[src/rtl/hazard_interlock_pkg.sv]
// hazard_interlock_pkg: shared definitions for the ID/EXE interlock.
//   - halt_state_t : halt sequencing FSM states
//   - FWD_*        : operand forward-select codes
//   - fwd_sel()    : priority encode of per-stage hits (EXE > MEM > WB)
package hazard_interlock_pkg;

  typedef enum logic [1:0] {
    ST_RUN    = 2'd0,
    ST_DRAIN  = 2'd1,
    ST_HALTED = 2'd2
  } halt_state_t;

  localparam logic [1:0] FWD_RF  = 2'd0;
  localparam logic [1:0] FWD_EXE = 2'd1;
  localparam logic [1:0] FWD_MEM = 2'd2;
  localparam logic [1:0] FWD_WB  = 2'd3;

  // hits[0]=EXE, hits[1]=MEM, hits[2]=WB; youngest writer wins
  function automatic logic [1:0] fwd_sel(input logic [2:0] hits);
    if (hits[0])      return FWD_EXE;
    else if (hits[1]) return FWD_MEM;
    else if (hits[2]) return FWD_WB;
    else              return FWD_RF;
  endfunction

endpackage

[src/rtl/hazard_interlock_reg_match.sv]
// reg_match: one source-vs-writer compare.
//   src     : source register number in ID
//   use_src : ID instruction is valid and really reads src
//   wr      : writer stage writes a register
//   dest    : writer stage destination
//   hit     : dependency on this writer (r0 never matches)
module reg_match (
  input  logic       use_src,
  input  logic [4:0] src,
  input  logic       wr,
  input  logic [4:0] dest,
  output logic       hit
);
  assign hit = use_src & wr & (dest == src) & (src != 5'd0);
endmodule

[src/rtl/hazard_interlock.sv]
// hazard_interlock: ID-stage interlock, forwarding select, halt drain and
// stall-cycle counter.
//   clock, reset           : clock, synchronous active-high reset
//   I_*                    : instruction in ID (valid, sources, uses, halt)
//   E_* / M_* / W_*        : register writers in EXE / MEM / WB
//   stall                  : freeze PC, IF/ID, ID/EXE
//   bubble                 : clear ID/EXE on this edge
//   FwdA, FwdB             : operand selects (only with HAZARD_FORWARD_EN)
//   halted                 : pipeline drained after a halt
//   stall_count            : saturating count of stall cycles
// Macro HAZARD_FORWARD_EN: enables forwarding (load-use-only stalls and the
// FwdA/FwdB ports). Undefined: stall on any in-flight writer dependency.
module hazard_interlock
  import hazard_interlock_pkg::*;
#(
  parameter int DRAIN_CYCLES = 3,
  parameter int CNT_W        = 16
) (
  input  logic             clock,
  input  logic             reset,
  input  logic             I_Valid,
  input  logic [4:0]       I_RS,
  input  logic [4:0]       I_RT,
  input  logic             I_UseRS,
  input  logic             I_UseRT,
  input  logic             I_Halt,
  input  logic             E_WriteReg,
  input  logic             E_ReadMem,
  input  logic [4:0]       E_REG,
  input  logic             M_WriteReg,
  input  logic [4:0]       M_REG,
  input  logic             W_WriteReg,
  input  logic [4:0]       W_REG,
  output logic             stall,
  output logic             bubble,
`ifdef HAZARD_FORWARD_EN
  output logic [1:0]       FwdA,
  output logic [1:0]       FwdB,
`endif
  output logic             halted,
  output logic [CNT_W-1:0] stall_count
);

  localparam int DW = (DRAIN_CYCLES > 1) ? $clog2(DRAIN_CYCLES) : 1;

  // source 0 = RS, 1 = RT; stage 0 = EXE, 1 = MEM, 2 = WB
  logic [1:0][4:0] src;
  logic [1:0]      use_v;
  logic [2:0]      wr;
  logic [2:0][4:0] dst;
  logic [1:0][2:0] hit;

  assign src   = {I_RT, I_RS};
  assign use_v = {I_Valid & I_UseRT, I_Valid & I_UseRS};
  assign wr    = {W_WriteReg, M_WriteReg, E_WriteReg};
  assign dst   = {W_REG, M_REG, E_REG};

  for (genvar s = 0; s < 2; s++) begin : g_src
    for (genvar x = 0; x < 3; x++) begin : g_stg
      reg_match u_match (
        .use_src (use_v[s]),
        .src     (src[s]),
        .wr      (wr[x]),
        .dest    (dst[x]),
        .hit     (hit[s][x])
      );
    end
  end

  logic hz;
`ifdef HAZARD_FORWARD_EN
  // only a load in EXE cannot be forwarded in time
  assign hz   = E_ReadMem & (hit[0][0] | hit[1][0]);
  assign FwdA = reset ? FWD_RF : fwd_sel(hit[0]);
  assign FwdB = reset ? FWD_RF : fwd_sel(hit[1]);
`else
  // register file is not write-through, so WB writers stall too
  assign hz = |hit;
  logic unused_rdmem;
  assign unused_rdmem = E_ReadMem;
`endif

  halt_state_t   state;
  logic [DW-1:0] drain_cnt;

  assign stall  = ~reset & ((state != ST_RUN) | hz);
  assign bubble = reset | stall;

  always_ff @(posedge clock) begin
    if (reset) begin
      state       <= ST_RUN;
      drain_cnt   <= '0;
      stall_count <= '0;
      halted      <= 1'b0;
    end else begin
      if (stall && (stall_count != {CNT_W{1'b1}}))
        stall_count <= stall_count + 1'b1;
      case (state)
        ST_RUN: begin
          // a coincident hazard holds the halt in ID until it clears
          if (I_Valid & I_Halt & ~hz) begin
            state     <= ST_DRAIN;
            drain_cnt <= DW'(DRAIN_CYCLES - 1);
          end
        end
        ST_DRAIN: begin
          if (drain_cnt == '0) begin
            state  <= ST_HALTED;
            halted <= 1'b1;
          end else begin
            drain_cnt <= drain_cnt - 1'b1;
          end
        end
        ST_HALTED: state <= ST_HALTED;
        default:   state <= ST_RUN;
      endcase
    end
  end

endmodule

[config.mk]
export PLATFORM = sky130hd
export DESIGN_NAME = hazard_interlock
export DESIGN_NICKNAME = d
export VERILOG_FILES = /design/src/rtl/hazard_interlock_pkg.sv /design/src/rtl/hazard_interlock_reg_match.sv /design/src/rtl/hazard_interlock.sv
export SDC_FILE = /design/constraint.sdc
export NUM_CORES = 1
export LEC_CHECK = 0
export CAP_MARGIN = 20
export CORE_MARGIN = 2
export CORE_UTILIZATION = 45
export DETAILED_ROUTE_END_ITERATION = 10
export PLACE_DENSITY = 0.81
export SYNTH_ARGS = -nofsm -noshare
export SYNTH_HDL_FRONTEND = slang
export SYNTH_SLANG_ARGS = --single-unit
[constraint.sdc]
create_clock -name clock -period 3.15 [get_ports clock]
set_input_delay 0.63 -clock clock [delete_from_list [all_inputs] [get_ports clock]]
set_output_delay 0.63 -clock clock [all_outputs]
set_load 0.02 [all_outputs]
# After elaboration in Yosys (flattened, before gate mapping)

Cells that the tools add are included.

Shift-type cells: 0
Divide/modulo/power cells: 0
Bitwise operators: 27
Add/subtract/negate cells: 2
Eq/ne operators: 12
$lt $le $gt $ge: 0
Mux-type cells: 6
Multiply operators: 0
Reduce and logical (&&, ||, !) cells: 11

Operators with widths:

| kind                                                                   | count |
|---|---|
| 5-bit equality test                                                    | 6 |
| 1-bit AND                                                              | 23 |
| 16-bit by 1-bit adder with 16-bit output (second input constant)       | 1 |
| 16-bit inequality test (second input constant)                         | 1 |
| 5-bit nonzero test                                                     | 2 |
| 2-bit 2-to-1 mux                                                       | 4 |
| 2-bit inequality test (second input constant)                          | 3 |
| 2-bit one-hot mux with 3 select lines                                  | 1 |
| 6-bit OR reduction                                                     | 1 |
| 2-bit logical NOT                                                      | 2 |
| 2-bit one-hot mux with 2 select lines                                  | 1 |
| 2-bit AND reduction                                                    | 2 |
| 2-bit nonzero test                                                     | 2 |
| 3-bit AND reduction                                                    | 1 |
| 2-bit by 1-bit equality test with 1-bit output (second input constant) | 1 |
| 2-bit equality test (second input constant)                            | 1 |
| 1-bit inverter                                                         | 2 |
| 1-bit bitwise OR                                                       | 2 |
| 2-bit by 1-bit subtractor with 2-bit output (second input constant)    | 1 |
| 1-bit logical AND                                                      | 1 |

Input port bits: 35
Output and inout bits: 19
Memory bits (writable): 0
Latch bits: 0
Logic and storage cells: 62
Memories: 0
Bits in read-only memories: 0
Register bits after elaboration: 21

# Logic depth before layout (Yosys ltp)

Depth after elaboration: 9
Mapped depth: 9
Mapped depth without buffers: 7

# Hierarchy

Synthesis repeated with hierarchy kept, for this count alone.

Cells, all modules: 200
Area total of the unflattened synthesis: 1647.8 um^2

By module, submodules not included:

| module           | area each (um^2) | times used | sequential area each (um^2) | cells each |
|---|---|---|---|---|
| hazard_interlock | 1189.9           | 1          | 420.4                       | 140 |
| reg_match        | 76.3             | 6          | 0.0                         | 10 |

# Worst setup path before layout

No wires, ideal clock.

Path type: input to output
Start point: in E_REG[4]
End point: out stall
Buffers on the path: 0
Required time: 2520 ps
Arrival: 1808 ps
Setup slack: 712 ps
Stages on the path: 5
Path through: xor2_1 nor4_2 nand3_1 a31o_2 a31oi_1

Longest elaborated chain between the ends: 6
Elaborated cells on any way between the ends: 9
Those cells by class: eq/ne: 2; bitwise: 6; reduce/logical: 1

RTL lines:

| element                 | line                             | RTL |
|---|---|---|
| start, declared         | hazard_interlock.sv:29           | `input logic [4:0] E_REG,` |
| 5-bit equality test     | hazard_interlock_reg_match.sv:14 | `assign hit = use_src & wr & (dest == src) & (src != 5'd0);` |
| 1-bit AND (2 in series) | hazard_interlock_reg_match.sv:14 |  |
| 6-bit OR reduction (*)  | hazard_interlock.sv:78           | `assign hz = \|hit;` |
| 1-bit bitwise OR (*)    | hazard_interlock.sv:86           | `assign stall = ~reset & ((state != ST_RUN) \| hz);` |
| 1-bit AND (*)           | hazard_interlock.sv:86           |  |
| end, declared           | hazard_interlock.sv:34           | `output logic stall,` |

Every way passes the cells marked *; elsewhere a longest branch is shown, timed or not.

# Worst setup path in the final report

Start point: in I_RS[1]
End point: out bubble

Longest elaborated chain between the ends: 7
Elaborated cells on any way between the ends: 14
Those cells by class: eq/ne: 3; bitwise: 9; reduce/logical: 2

RTL lines:

| element                 | line                             | RTL |
|---|---|---|
| start, declared         | hazard_interlock.sv:22           | `input logic [4:0] I_RS,` |
| 5-bit equality test     | hazard_interlock_reg_match.sv:14 |  |
| 1-bit AND (2 in series) | hazard_interlock_reg_match.sv:14 |  |
| 6-bit OR reduction (*)  | hazard_interlock.sv:78           |  |
| 1-bit bitwise OR (*)    | hazard_interlock.sv:86           |  |
| 1-bit AND (*)           | hazard_interlock.sv:86           |  |
| 1-bit bitwise OR (*)    | hazard_interlock.sv:87           | `assign bubble = reset \| stall;` |
| end, declared           | hazard_interlock.sv:35           | `output logic bubble,` |

Marked as above.

==> metrics.csv <==
stage,metric,value,unit
critical_path,r2r endpoint,stall_count[5],
critical_path,Worst EP required,2520,ps
pwr,Pint,0.556,mW
critical_path,critical path type,input port to primary output,
critical_path,Worst R2R Setup Slack,750,ps
min_path,Worst Hold Path EP,state[1],
sta,final max-slew violation count,0,
placement,port bufs,52,
finish,Layout area overhead,48.6,%
clocking,CTS tree,built,
run,Max-Cap Viols,0,
detailed_routing,routed len/inst,14.3,µm
finish,multi-input logic area,0.00103,mm²
floorplan,Ports,54,
global_routing,global-route wire length before repair,6.35,mm
clocking,CTS hold repair buffers,0,
global_routing,pin count of the biggest net entering global routing,18,
global_routing,vias in the first global route,1429,
detailed_routing,post-route ant nets,0,
placement,DP HPWL,3.26,mm
clocking,TritonCTS buffer count,3,
detailed_routing,vias per std cell,5.52,
finish,Fillers,260,
finish,Diodes inserted,0,
sta,RSZ-0062 raised after global routing,false,
min_path,min-delay src,state[1],
sta,Clock Skew,5.62,ps
logic_synthesis,Synthesized Nets,221,
placement,gpl congestion,0.832,
logic_synthesis,ys flop type,dfxtp_1,
pwr,Sw Pwr,0.375,mW
critical_path,CP Launch Type,input port,
sta,fmax,323,MHz
critical_path,Register-to-Register Path Depth,8,
status,outcome,finished clean,
sta,endpoints failing setup,0,
detailed_routing,initial DRC count,72,
global_routing,initial antenna violation count,0,
critical_path,Setup crit end kind,primary output,
logic_synthesis,Synth Area per Inst,8.19,µm²
clocking,Clock Latency Late Sink,300,ps
pwr,Pwr Density,423,mW/mm²
pwr,part of the power in the clock network,14.1,%
sta,fin crit share,98.4,%
global_routing,GRT Residual Overflow,0,
sta,Final Critical Period,3100,ps
logic_synthesis,synthesized area,0.00148,mm²
pwr,switch share,40.3,%
clocking,# H-tree levels,1,
detailed_routing,WL final,4.17,mm
critical_path,Reg2Reg Launch Point,stall_count[6],
logic_synthesis,Yosys warning total,0,
sta,Slew @ Worst Pin,453,ps
floorplan,die width,61.4,µm
floorplan,num rows,20,
finish,Register Area,420,µm²
pwr,sequential fraction of design power,34.5,%
clocking,post-CTS setup repair buffer count,0,
sta,Final Hold Fails,0,
pwr,Leak,0.855,nW
clocking,clock buffer depth,2,
logic_synthesis,post-synthesis register bit count,21,
sta,Sum Neg Setup Slack,0,ps
detailed_routing,drt drc,0,
finish,layout cell share with drive strength beyond 1,11.3,%
logic_synthesis,Post-synth ARST share,0,%
logic_synthesis,Mapped Cells,181,
clocking,clk root buf,clkbuf_4,
clocking,clk sink count,21,
floorplan,die height,61.4,µm
logic_synthesis,register area share after synthesis,28.4,%
detailed_routing,vias post-DR,1613,
min_path,Worst Hold Depth,2,
placement,dpl cells,288,
logic_synthesis,Post-synth EDFFs,0,
pwr,Comb power frac,51.3,%
floorplan,starting density of the core,47.8,%
finish,Final Util,71.0,%
clocking,"CTS clk-pin slew, worst paths",120,ps
sta,Slew HR,69.8,%
min_path,Min-Delay Path Class,register to register,
placement,placed cell area,0.00215,mm²
finish,Post-Layout Cell Count,292,
pwr,VDD IR-drop max,464,µV
finish,nets,289,
global_routing,GRT Overall Usage,22.4,%
finish,fin area,0.00220,mm²
floorplan,Core Area,0.00310,mm²
detailed_routing,drt pass-1 iters,6,
critical_path,Worst Path Arrival,2470,ps
floorplan,total die area,0.00377,mm²
critical_path,critical-path maximum fanout,4,
logic_synthesis,Netlist cell types,38,
[power groups by stage]
stage	logic, mW	clock network (mW)	registers (mW)
floorplan	0.281	0	0.340
global placement	0.464	0	0.325
detailed placement	0.473	0	0.327
CTS	0.472	0.135	0.321
global route	0.520	0.148	0.325
finish	0.478	0.132	0.321
[worst max path at each step]
stage,slack (ps),start,to,cells after the start
3_3_place_gp,-350,I_RT[4],stall,7
6_report,50,I_RS[1],bubble,7
5_1_grt,10,I_RT[1],bubble,6
3_5_place_dp,-370,I_RS[4],stall,7
4_1_cts,10,I_RS[3],stall,7
2_1_floorplan,710,E_REG[4],stall,5
[sequential cells by signal, indices dropped and copies added (netlist names)]
name and count:
stall_count 16, halted 1, drain_cnt 2, state 2
[synthesized netlist by cell type, drive strengths merged (6+ instances only)]
master,instances,area share [%]
a21oi,14,4.7
nor4,7,3.4
o21ai,7,2.4
xor2,24,14
nand3,9,3.0
nor2,8,2.0
xnor2,8,4.7
nand2,19,4.8
inv,6,1.5
dfxtp,21,28
[area by class of cell]
cell class                      count  area share (%)
Multi-Input combinational cell    148            46.6
Tap cell                           44            2.50
Timing Repair Buffer               69            29.6
Sequential cell                    21            19.1
Inverter                            6            1.02
Clock inverter                      1           0.227
Clock buffer                        3            1.02
[per-stage QoR]
step                hold WS, ps  worst slack (ps)  power (mW)
floorplan                   435               712       0.621
global placement            445              -348       0.789
detailed placement          462              -374       0.800
CTS                         479              12.3       0.927
global route                492              14.1       0.994
finish                      473              50.3       0.931
[layout by cell type, fill, tap and decap left out, drive strengths merged, types with 6 or more instances in the layout]
master,n
o21ai,7
a21oi,14
buf,18
dfxtp,21
nand2,19
inv,6
clkdlybuf4s50,43
nor4,7
nand3,9
xnor2,8
xor2,24
nor2,8
[critical path, cell delays in order]
cell             delay, ps
clkdlybuf4s50_1        480
xor2_1                 200
nor4_1                 320
and3_1                 290
o31ai_4                100
nand4_1                110
dlygate4sd2_1          340
[cells by family after synthesis]
| logic type | count (synthesis) | synth area share, % |
|---|---|---|
| AO/OA/AOI/OAI | 43 | 19.2 |
| XOR/XNOR | 32 | 18.9 |
| multiplexers | 2 | 1.35 |
| adder cells (fa/ha/maj) | 5 | 4.22 |
| AND/OR/NAND/NOR | 66 | 24.2 |
| buffers and inverters | 12 | 3.80 |
| flip-flops | 21 | 28.4 |
[routing by layer]
metal	share of wire (%)	GRT usage, %	vias up
met3	4.1	5.04	4
met4	0.84	2.13	0
met5	0	0	-
li1	-	-	805
met1	47	32.1	759
met2	48	35.9	45
[timing repair]
| action | in CTS | in global routing |
|---|---|---|
| pin swaps | 0 | 5 |
| gates resized for setup | 8 | 8 |
| endpoints found under the setup margin | 2 | 2 |
(Power assumes the default switching activity.)
